===== src/rtl/bus_bridge_reg_if.sv =====
// rtl/bus_bridge_reg_if.sv - bus bundle between the datapath bridge and its user
//
// Purpose: groups the data buses, open requests, hold control and the
// registered results/flags of bus_bridge_reg into one interface.
// Ports (signals):
//   bus_in    NBUS*WIDTH  bus b value at [b*WIDTH +: WIDTH]
//   open_req  NBUS*NBUS   bit s*NBUS+d: drive bus d from bus s
//   hold      1           freeze all registered outputs this cycle
//   bus_out   NBUS*WIDTH  registered resolved bus values
//   driven    NBUS        registered: bus d driven from another bus
//   conflict  1           registered: >1 source requested some dest
//   loop_err  1           registered: request graph had a cycle
//   err_count 8           saturating count of erroneous updates
// Modports: master drives the inputs, slave is the bridge itself.
interface bus_bridge_reg_if #(
  parameter int WIDTH = 8,
  parameter int NBUS  = 3
);
  logic [NBUS*WIDTH-1:0] bus_in;
  logic [NBUS*NBUS-1:0]  open_req;
  logic                  hold;
  logic [NBUS*WIDTH-1:0] bus_out;
  logic [NBUS-1:0]       driven;
  logic                  conflict;
  logic                  loop_err;
  logic [7:0]            err_count;

  modport master (
    output bus_in, open_req, hold,
    input  bus_out, driven, conflict, loop_err, err_count
  );

  modport slave (
    input  bus_in, open_req, hold,
    output bus_out, driven, conflict, loop_err, err_count
  );
endinterface


===== src/rtl/bus_bridge_reg.sv =====
// rtl/bus_bridge_reg.sv - registered NBUS-way datapath bus bridge
//
// Purpose: routes internal buses through a src->dst request matrix with
// chained forwarding, fixed lowest-index priority, and cycle detection.
// All results are registered (one cycle latency) and can be frozen by hold.
// Ports:
//   clk  in  system clock, rising edge
//   rst  in  synchronous active-high reset (beats hold)
//   bus  slave modport of bus_bridge_reg_if (data, requests, hold, results)
module bus_bridge_reg #(
  parameter int WIDTH = 8,
  parameter int NBUS  = 3
) (
  input  logic             clk,
  input  logic             rst,
  bus_bridge_reg_if.slave  bus
);
  localparam int IDXW = $clog2(NBUS);

  logic [IDXW-1:0]       winner [NBUS];
  logic [NBUS-1:0]       has_win;
  logic                  nxt_conflict;
  logic [NBUS*WIDTH-1:0] nxt_bus_out;
  logic [NBUS-1:0]       nxt_driven;
  logic                  nxt_loop;
  logic [IDXW-1:0]       cur;

  // Per-destination source pick: ascending scan, so the first hit is the
  // lowest index; any later hit for the same dest is a conflict.
  always_comb begin
    nxt_conflict = 1'b0;
    has_win      = '0;
    for (int d = 0; d < NBUS; d++) begin
      winner[d] = '0;
      for (int s = 0; s < NBUS; s++) begin
        if (s != d && bus.open_req[s*NBUS+d]) begin
          if (has_win[d]) begin
            nxt_conflict = 1'b1;
          end else begin
            has_win[d] = 1'b1;
            winner[d]  = IDXW'(s);
          end
        end
      end
    end
  end

  // Follow winner links NBUS-1 hops; an acyclic chain always lands on an
  // undriven root within that many hops, so a still-driven bus means a loop.
  always_comb begin
    nxt_bus_out = '0;
    nxt_driven  = '0;
    nxt_loop    = 1'b0;
    cur         = '0;
    for (int d = 0; d < NBUS; d++) begin
      cur = IDXW'(d);
      for (int h = 0; h < NBUS - 1; h++) begin
        if (has_win[cur]) begin
          cur = winner[cur];
        end
      end
      if (has_win[cur]) begin
        nxt_bus_out[d*WIDTH +: WIDTH] = bus.bus_in[d*WIDTH +: WIDTH];
        nxt_loop = 1'b1;
      end else begin
        nxt_bus_out[d*WIDTH +: WIDTH] = bus.bus_in[cur*WIDTH +: WIDTH];
        nxt_driven[d] = has_win[d];
      end
    end
  end

  always_ff @(posedge clk) begin
    if (rst) begin
      bus.bus_out   <= '0;
      bus.driven    <= '0;
      bus.conflict  <= 1'b0;
      bus.loop_err  <= 1'b0;
      bus.err_count <= '0;
    end else if (!bus.hold) begin
      bus.bus_out  <= nxt_bus_out;
      bus.driven   <= nxt_driven;
      bus.conflict <= nxt_conflict;
      bus.loop_err <= nxt_loop;
      if ((nxt_conflict || nxt_loop) && bus.err_count != 8'hff) begin
        bus.err_count <= bus.err_count + 8'd1;
      end
    end
  end
endmodule


===== src/flat_wrapper.sv =====
// flat-port wrapper written by rule: the top's interface ports become plain ports
module bus_bridge_reg_flat 
#(
  parameter int WIDTH = 8,
  parameter int NBUS  = 3
)
  (clk, rst, bus_bus_in, bus_open_req, bus_hold, bus_bus_out, bus_driven, bus_conflict, bus_loop_err, bus_err_count);
  bus_bridge_reg_if #(.WIDTH(WIDTH), .NBUS(NBUS)) bus_i ();
  input  logic clk;
  input  logic rst;
  input wire logic [$bits(bus_i.bus_in)-1:0] bus_bus_in;
  input wire logic [$bits(bus_i.open_req)-1:0] bus_open_req;
  input wire logic [$bits(bus_i.hold)-1:0] bus_hold;
  output wire logic [$bits(bus_i.bus_out)-1:0] bus_bus_out;
  output wire logic [$bits(bus_i.driven)-1:0] bus_driven;
  output wire logic [$bits(bus_i.conflict)-1:0] bus_conflict;
  output wire logic [$bits(bus_i.loop_err)-1:0] bus_loop_err;
  output wire logic [$bits(bus_i.err_count)-1:0] bus_err_count;
  assign bus_i.bus_in = bus_bus_in;
  assign bus_i.open_req = bus_open_req;
  assign bus_i.hold = bus_hold;
  assign bus_bus_out = bus_i.bus_out;
  assign bus_driven = bus_i.driven;
  assign bus_conflict = bus_i.conflict;
  assign bus_loop_err = bus_i.loop_err;
  assign bus_err_count = bus_i.err_count;
  bus_bridge_reg #(.WIDTH(WIDTH), .NBUS(NBUS)) u_core (.clk(clk), .rst(rst), .bus(bus_i));
endmodule

===== config.mk =====
export PLATFORM = sky130hd
export DESIGN_NAME = bus_bridge_reg_flat
export DESIGN_NICKNAME = d
export VERILOG_FILES = /design/src/rtl/bus_bridge_reg_if.sv /design/src/rtl/bus_bridge_reg.sv /design/src/flat_wrapper.sv
export SDC_FILE = /design/constraint.sdc
export NUM_CORES = 1
export LEC_CHECK = 0
export ABC_AREA = 1
export CORE_MARGIN = 1
export CORE_UTILIZATION = 29
export DETAILED_ROUTE_END_ITERATION = 16
export SLEW_MARGIN = 20
export SYNTH_ARGS = -nofsm -noshare
export SYNTH_HDL_FRONTEND = slang
export SYNTH_SLANG_ARGS = --single-unit

===== constraint.sdc =====
create_clock -name clk -period 5 [get_ports clk]
set_clock_uncertainty 0.15 [all_clocks]
set_input_delay 0.75 -clock clk [delete_from_list [all_inputs] [get_ports clk]]
set_output_delay 0.75 -clock clk [all_outputs]
set_load 0.1 [all_outputs]

# Word level (Yosys, flattened, before mapping)
# Cells that the tools add are included.
# Widths: inputs -> output; s select.
[op_classes]
eq_ne = 1
n_addsub = 1
n_bitwise = 4
shifts = 3
n_reduce_logical = 3
magnitude_cmp = 9
muxes = 55
[op_table]
columns = ["cell", "n"]
rows = [
  ["$shiftx 24x6->8", 3],
  ["$mux 2", 17],
  ["$mux 1", 26],
  ["$mux 8", 3],
  ["$lt 2x3->1 const B", 6],
  ["$bmux 1 s2", 6],
  ["$bmux 2 s2", 3],
  ["$ge 3x3->1 const B", 3],
  ["$not 2->3", 3],
  ["$add 8x1->8 const B", 1],
  ["$ne 8x8->1 const B", 1],
  ["$reduce_and 2->1", 1],
  ["$logic_and 1x1->1", 1],
  ["$logic_or 1x1->1", 1],
  ["$not 1->1", 1],
]
[word_totals]
out_inout_bits = 37
regBits = 37

# Depth between registers and ports, before layout
# Gate-level depths: netlist of the first run.
[depth]
word_depth = 17
mapped_depth = 14
depth_no_buf = 13

# Least setup slack after synthesis of the first run
# OpenSTA, ideal clock, no wires.
[synth_timing]
kind = "register -> register"
startpoint = "register u_core.bus.err_count[0]"
endpoint = "register u_core.bus.err_count[2]"
synth_period_minus_slack_ns = 2.472
stages_incl_launch_ff = 8
setup_ns = 0.070
path_slack_ns = 2.528
arrival_ns = 2.252
cell_sequence = "dfxtp_1 > ha_1 > nand3_1 > nor2_1 > a31oi_1 > nand2_4 > nand2_1 > a21oi_1"
[synth_via]
elab_chain_cells = 3
elab_cells_between_ends = 4
cone_classes = "add/sub (1); eq/ne (1); reduce/logical (2)"
[synth_lines]
columns = ["element", "line", "text"]
rows = [
  ["start: declaration", "bus_bridge_reg_if.sv:35", "output bus_out, driven, conflict, loop_err, err_count"],
  ["start signal: assignment", "bus_bridge_reg.sv:85", "bus.err_count <= bus.err_count + 8'd1;"],
  ["parallel branches: the longest is 3 deep, another holds $add 8x1->8", "--", ""],
]
# Several ways; the timed one is not identified.
# A chain may end at the register's enable or synchronous reset.

# Worst setup path after layout of the first run
[layout_timing]
startpoint = "input port bus_open_req[2]"
endpoint = "register u_core.bus.bus_out[0]"
[layout_via]
elab_chain_cells = 10
elab_cells_between_ends = 14
cone_classes = "shift (1); mux (13)"
[layout_lines]
columns = ["element", "line", "text"]
rows = [
  ["start: declaration", "flat_wrapper.sv:12", "input wire logic [$bits(bus_i.open_req)-1:0] bus_open_req;"],
  ["$mux 1 (*)", "bus_bridge_reg.sv:36", "if (s != d && bus.open_req[s*NBUS+d]) begin"],
  ["parallel branches: the longest is 8 deep, another holds $shiftx 24x6->8", "--", ""],
  ["$mux 8 (*)", "bus_bridge_reg.sv:62", "if (has_win[cur]) begin"],
  ["end signal: assignment", "bus_bridge_reg.sv:80", "bus.bus_out <= nxt_bus_out;"],
  ["end: declaration", "bus_bridge_reg_if.sv:35", ""],
]
# Mark *: on every way between the ends. The select of a mux whose other input is x is not followed.

==> results_dict.tcl, run 1 <==
set metrics [dict create \
    vias_per_cell 4.72 \
    hpwl_um 5010 \
    required_ns 5.00 \
    yosys_warnings 0 \
    status "finished, final reports clean" \
    n_fill_cell 876 \
    floorplan.initialDensity 0.306 \
    crit_end "u_core.bus.bus_out[0]" \
    clock_latency_ns 0.29 \
    synth_seq_area_share 0.309 \
    grt_overflow 0 \
    grt_use_total 0.156 \
    final_nets 499 \
    avgRoutedWirePerCell_um 12.0 \
    tightest_slew_ns 1.00 \
    synth_nets 439 \
    drv_slew 0 \
    peakVddDrop_uv 153 \
    drtAntennaViolNets 0 \
    endpoint_kind "flop" \
    clock-sinks 37 \
    p_leak_nw 1.45 \
    synthArstFlopShare 0 \
    r2r-start "u_core.bus.err_count[0]" \
    finalCriticalPeriod_ns 3.11 \
    vias 2666 \
    hold_viol 0 \
    ctsResizeCount 0 \
    cts_setup_buffers 0 \
    ff_latch_area_um2 741 \
    syn_area_um2 2400 \
    layout_commonest_cell "nand2_1" \
    multi_input_area_um2 1480 \
    rows 32 \
    grt_pass1_wl_um 11000 \
    clockBufferDepth 2 \
    cts_made_buffers 5 \
    first_iter_violations 164 \
    grt_antenna_before_repair 0 \
    gp_congestion 0.847 \
    clkTransAtPathRegs_ns 0.08 \
    grt_setup_unrepaired "false" \
    die_y_um 93.0 \
    setup_viol 0 \
    avgSynthCellArea_um2 5.97 \
    slew_headroom 0.330 \
    die-area_um2 8640 \
    reg2reg_to "u_core.bus.err_count[3]" \
    fmax_ghz 0.321 \
    ios 73 \
    grt_pass1_vias 2383 \
    cts_tree "built" \
    post-route-period-util 0.622 \
    cts_root_buf "clkbuf_8" \
    synth-seq-cells 37 \
    core_area_um2 7850 \
    drc 0 \
    critical_path_arrival_ns 3.11 \
    setup_tns_ns 0 \
    io_buffers 69 \
    postCtsHoldBufs 0 \
    die_w_um 93.0 \
    yosys.cell_types.count 27 \
    area_delta_synth_final_pct 34.7 \
    start_kind "primary input" \
    critical_path_class "in -> reg" \
    crit_path_start "bus_open_req[2]" \
    layout_common_cells "146 x nand2_1, 69 x clkdlybuf4s50_1, 58 x nor2_1" \
    grt_max_degree 43 \
    crit_fanout 11 \
    drv_cap 0 \
    utilization 0.412 \
    p_per_area_nw_per_um2 282 \
    synth_ff_type "dfxtp_1" \
    r2r_slack_ns 2.92 \
    drive_gt1_frac 0.0626 \
    htree_levels 2 \
    synth_edf_count 0 \
    reg2reg_depth 7 \
    drtPass1Iterations 4 \
    hp-class "reg -> reg" \
    finalWirelength_um 6760 \
    synthCells 402 \
    n_antenna_cell 0 \
]
where the power goes:
group | switching (W) | total [W] | internal [W]
combinational | 0.000265 | 0.000364 | 0.0000993
clock | 0.000110 | 0.000222 | 0.000112
sequential | 0.0000113 | 0.000326 | 0.000315
total | 0.000386 | 0.000912 | 0.000526
cell type report:
type,instances,area share
Clock buffer,6,0.0255
Sequential cell,37,0.229
Timing Repair Buffer,70,0.216
Tap cell,102,0.0395
Clock inverter,2,0.00426
Multi-Input combinational cell,323,0.457
Inverter,25,0.0290
cells in the mapped netlist (all sizes together) (2+ instances only):
cell type / number / share of area
nor2: 59 / 0.093
xor2: 3 / 0.011
nand3: 28 / 0.068
inv: 24 / 0.038
a21oi: 22 / 0.047
o21ai: 47 / 0.10
nand2: 155 / 0.26
buf: 9 / 0.025
clkbuf: 8 / 0.013
o211ai: 2 / 0.0063
dfxtp: 37 / 0.31
xnor2: 3 / 0.011
sequential cells by signal (all words and copies together), names as in the netlist:
| name | flops |
|---|---|
| u_core.bus.loop_err | 1 |
| u_core.bus.driven | 3 |
| u_core.bus.bus_out | 24 |
| u_core.bus.err_count | 8 |
| u_core.bus.conflict | 1 |
worst min path at each step:
stage,from,to,slack [ns],cells after the start
3_3_place_gp,u_core.bus.bus_out[4],u_core.bus.bus_out[4],0.31,2
2_1_floorplan,u_core.bus.bus_out[0],u_core.bus.bus_out[0],0.76,2
5_1_grt,u_core.bus.bus_out[0],u_core.bus.bus_out[0],0.34,2
4_1_cts,u_core.bus.bus_out[1],u_core.bus.bus_out[1],0.32,2
3_5_place_dp,u_core.bus.bus_out[1],u_core.bus.bus_out[1],0.31,2
6_report,u_core.bus.bus_out[4],u_core.bus.bus_out[4],0.32,2
critical path, stage by stage:
cell	delay (ns)
clkdlybuf4s50_1	0.48
nor2_1	0.28
nand3_1	0.14
a21oi_2	0.46
clkinv_1	0.41
nand2_1	0.18
nand2_2	0.12
nand2_1	0.08
nand2_1	0.06
nand2_1	0.08
a21oi_1	0.06
stage by stage:
step	hold slack, ns	power (W)	std cells	instance area [µm²]	setup WS (ns)
after floorplan	0.759	0.000602	402	2400	2.53
after global placement	0.307	0.000696	557	3140	1.56
after detailed placement	0.309	0.000697	557	3140	1.56
after CTS	0.322	0.000922	565	3230	1.86
after global routing	0.340	0.000963	565	3230	1.66
final	0.321	0.000912	565	3230	1.89
routing by layer:
metal,global-route usage,vias up,part of all wire
met4,0.0372,0,0.0095
met3,0.0390,5,0.073
met1,0.210,1193,0.48
met5,0,-,0
li1,-,1398,-
met2,0.249,70,0.43
kinds of logic after synthesis:
logic type                 Yosys count  synth area share
DFF                                 37             0.309
xor gates and xnor gates             6            0.0219
buffers and inverters               42            0.0761
AOI/OAI and AO/OA                   73             0.160
and+or+nand+nor                    243             0.428
adders and majority gates            1           0.00521
Note: power is estimated with default switching activity, not from simulation.
==> run 2: changes to the inputs <==
==> constraint.sdc (replaced) <==
create_clock -name clk -period 3.2 [get_ports clk]
set_clock_uncertainty 0.15 [all_clocks]
set_input_delay 0.48 -clock clk [delete_from_list [all_inputs] [get_ports clk]]
set_output_delay 0.48 -clock clk [all_outputs]
set_load 0.1 [all_outputs]
==> run 2 against run 1 <==
Against the previous run:
- worst setup slack lost 1.1 ns
- first-iteration DRC count grew 33%
- global-route usage grew 0.54 points
- via count shrank 3.5%
- non-clock buffer count grew 4
- clock power grew 53%
- critical endpoint is now u_core.bus.bus_out[16]
- largest cell class unchanged
- largest power group unchanged
==> results_dict.tcl, run 2 (same netlist as run 1, synthesis figures left out) <==
set metrics [dict create \
    largest_reg_flops 24 \
    die_y_um 93.0 \
    rows 32 \
    swShare 0.424 \
    floorplan.initialDensity 0.306 \
    drtPass1Iterations 4 \
    finalWirelength_um 6730 \
    max_flop_register "u_core.bus.bus_out" \
    p_int_w 0.000814 \
    grt_overflow 0 \
    setup_tns_ns 0 \
    critical_path_arrival_ns 2.45 \
    post-route-period-util 0.757 \
    clock_latency_ns 0.28 \
    cts_setup_buffers 0 \
    grt_use_total 0.162 \
    grt_setup_unrepaired "false" \
    drive_gt1_frac 0.150 \
    clkTransAtPathRegs_ns 0.07 \
    path_depth 13 \
    area_delta_synth_final_pct 32.1 \
    crit_fanout 17 \
    max_stage_delay_ns 0.52 \
    grt_max_degree 51 \
    vias 2574 \
    p_leak_nw 1.53 \
    n_antenna_cell 0 \
    hpwl_um 5020 \
    die_w_um 93.0 \
    drv_cap 0 \
    final_nets 503 \
    hold_viol 0 \
    hp-class "reg -> reg" \
    seq_power_share 0.362 \
    dp.cells 561 \
    postCtsHoldBufs 0 \
    vias_per_cell 4.52 \
    slew_headroom 0.624 \
    grt_pass1_wl_um 11300 \
    layout_common_cells "146 x nand2_1, 58 x nor2_1, 45 x o21ai_0" \
    cts_made_buffers 5 \
    reg2reg_depth 8 \
    die-area_um2 8640 \
    status "finished, final reports clean" \
    cts_root_buf "clkbuf_8" \
    critical_path_class "in -> reg" \
    fmax_ghz 0.413 \
    core_area_um2 7850 \
    drtAntennaViolNets 0 \
    io_buffers 69 \
    tightest_slew_ns 0.564 \
    path_cells "clkdlybuf4s50_1 -> inv_2 -> nand2_4 -> nand2_2 -> o21ai_2 -> o21ai_2 -> nand2_4 -> nand2_1 -> nand3_2 -> nand2_1 -> nand2_1 -> nor2_1 -> nor2_1" \
    required_ns 3.23 \
    path_common_cell "nand2_1" \
    critical-path-slowest-cell "clkdlybuf4s50_1" \
    avgRoutedWirePerCell_um 11.8 \
    p_clk_frac 0.241 \
    drc 0 \
    critPathBufInv 2 \
    whs_path_depth 2 \
    endpoint_kind "flop" \
    grt_pass1_vias 2391 \
    cts_tree "built" \
    reg.largest.list "u_core.bus.bus_out x24, u_core.bus.err_count x8, u_core.bus.driven x3" \
    p_switching_w 0.000598 \
    layout_commonest_cell "nand2_1" \
    clockBufferDepth 2 \
    finalCriticalPeriod_ns 2.42 \
    utilization 0.404 \
    clock-sinks 37 \
    first_iter_violations 218 \
    ios 73 \
    ctsResizeCount 0 \
    setup_viol 0 \
    drv_slew 0 \
    combPwrFrac 0.397 \
    start_kind "primary input" \
    cp_top_family "simple AND/OR/NAND/NOR gates" \
    grt_antenna_before_repair 0 \
    htree_levels 2 \
    gp_congestion 0.821 \
    fin_cells 569 \
    p_per_area_nw_per_um2 445 \
    peakVddDrop_uv 227 \
]
-- run 2: cell count changes in the layout (fill, tap and decap cells not counted) --
cell,change
buf_4,+41
clkdlybuf4s50_1,-37
-- run 2: layout make-up --
cell class                 count  area (µm²)
fill                         876        4680
multi-input combinational    323        1480
sequential                    37         741
timing repair buffer          74         636
tap                          102         128
inverter                      25        93.8
clock buffer                   6        82.6
clock inverter                 2        13.8
-- run 2: power groups by stage --
stage	logic, W	registers (W)	clock network, W
after global routing	0.000607	0.000515	0.000376
final	0.000561	0.000511	0.000340
after CTS	0.000564	0.000511	0.000356
after detailed placement	0.000563	0.000521	0
after global placement	0.000559	0.000521	0
after floorplan	0.000199	0.000742	0
-- run 2: through the flow --
stage                     setup slack (ns)  hold WS [ns]  power (W)  cell area [µm²]
after CTS                            0.793         0.322    0.00143             3170
final                                0.777         0.320    0.00141             3170
after floorplan                      0.728         0.534   0.000940             2400
after global routing                 0.546         0.349    0.00150             3170
after global placement               0.520         0.307    0.00108             3070
after detailed placement             0.490         0.310    0.00108             3070
-- run 2: path summary, 6_finish.rpt --
kind	to	startpoint	slack (ns)
setup / recovery	u_core.bus.bus_out[16]	bus_open_req[3]	0.78
hold / removal	u_core.bus.bus_out[0]	u_core.bus.bus_out[0]	0.32
setup reg to reg	u_core.bus.err_count[3]	u_core.bus.err_count[0]	1.50
hold reg to reg	u_core.bus.bus_out[0]	u_core.bus.bus_out[0]	0.32
-- run 2: tightest hold or removal path, delay by kind of cell (launching register included) --
kind,cells,cell delay (ns)
flip-flops,1,0.31
AND/OR/NAND/NOR,1,0.06
AO/OA/AOI/OAI,1,0.05
-- run 2: routing by layer --
metal,vias to the layer above,global-route usage,share of wire
li1,1410,-,-
met1,1096,0.225,0.50
met2,68,0.256,0.43
met3,0,0.0407,0.065
met4,0,0.0244,0
met5,-,0,0
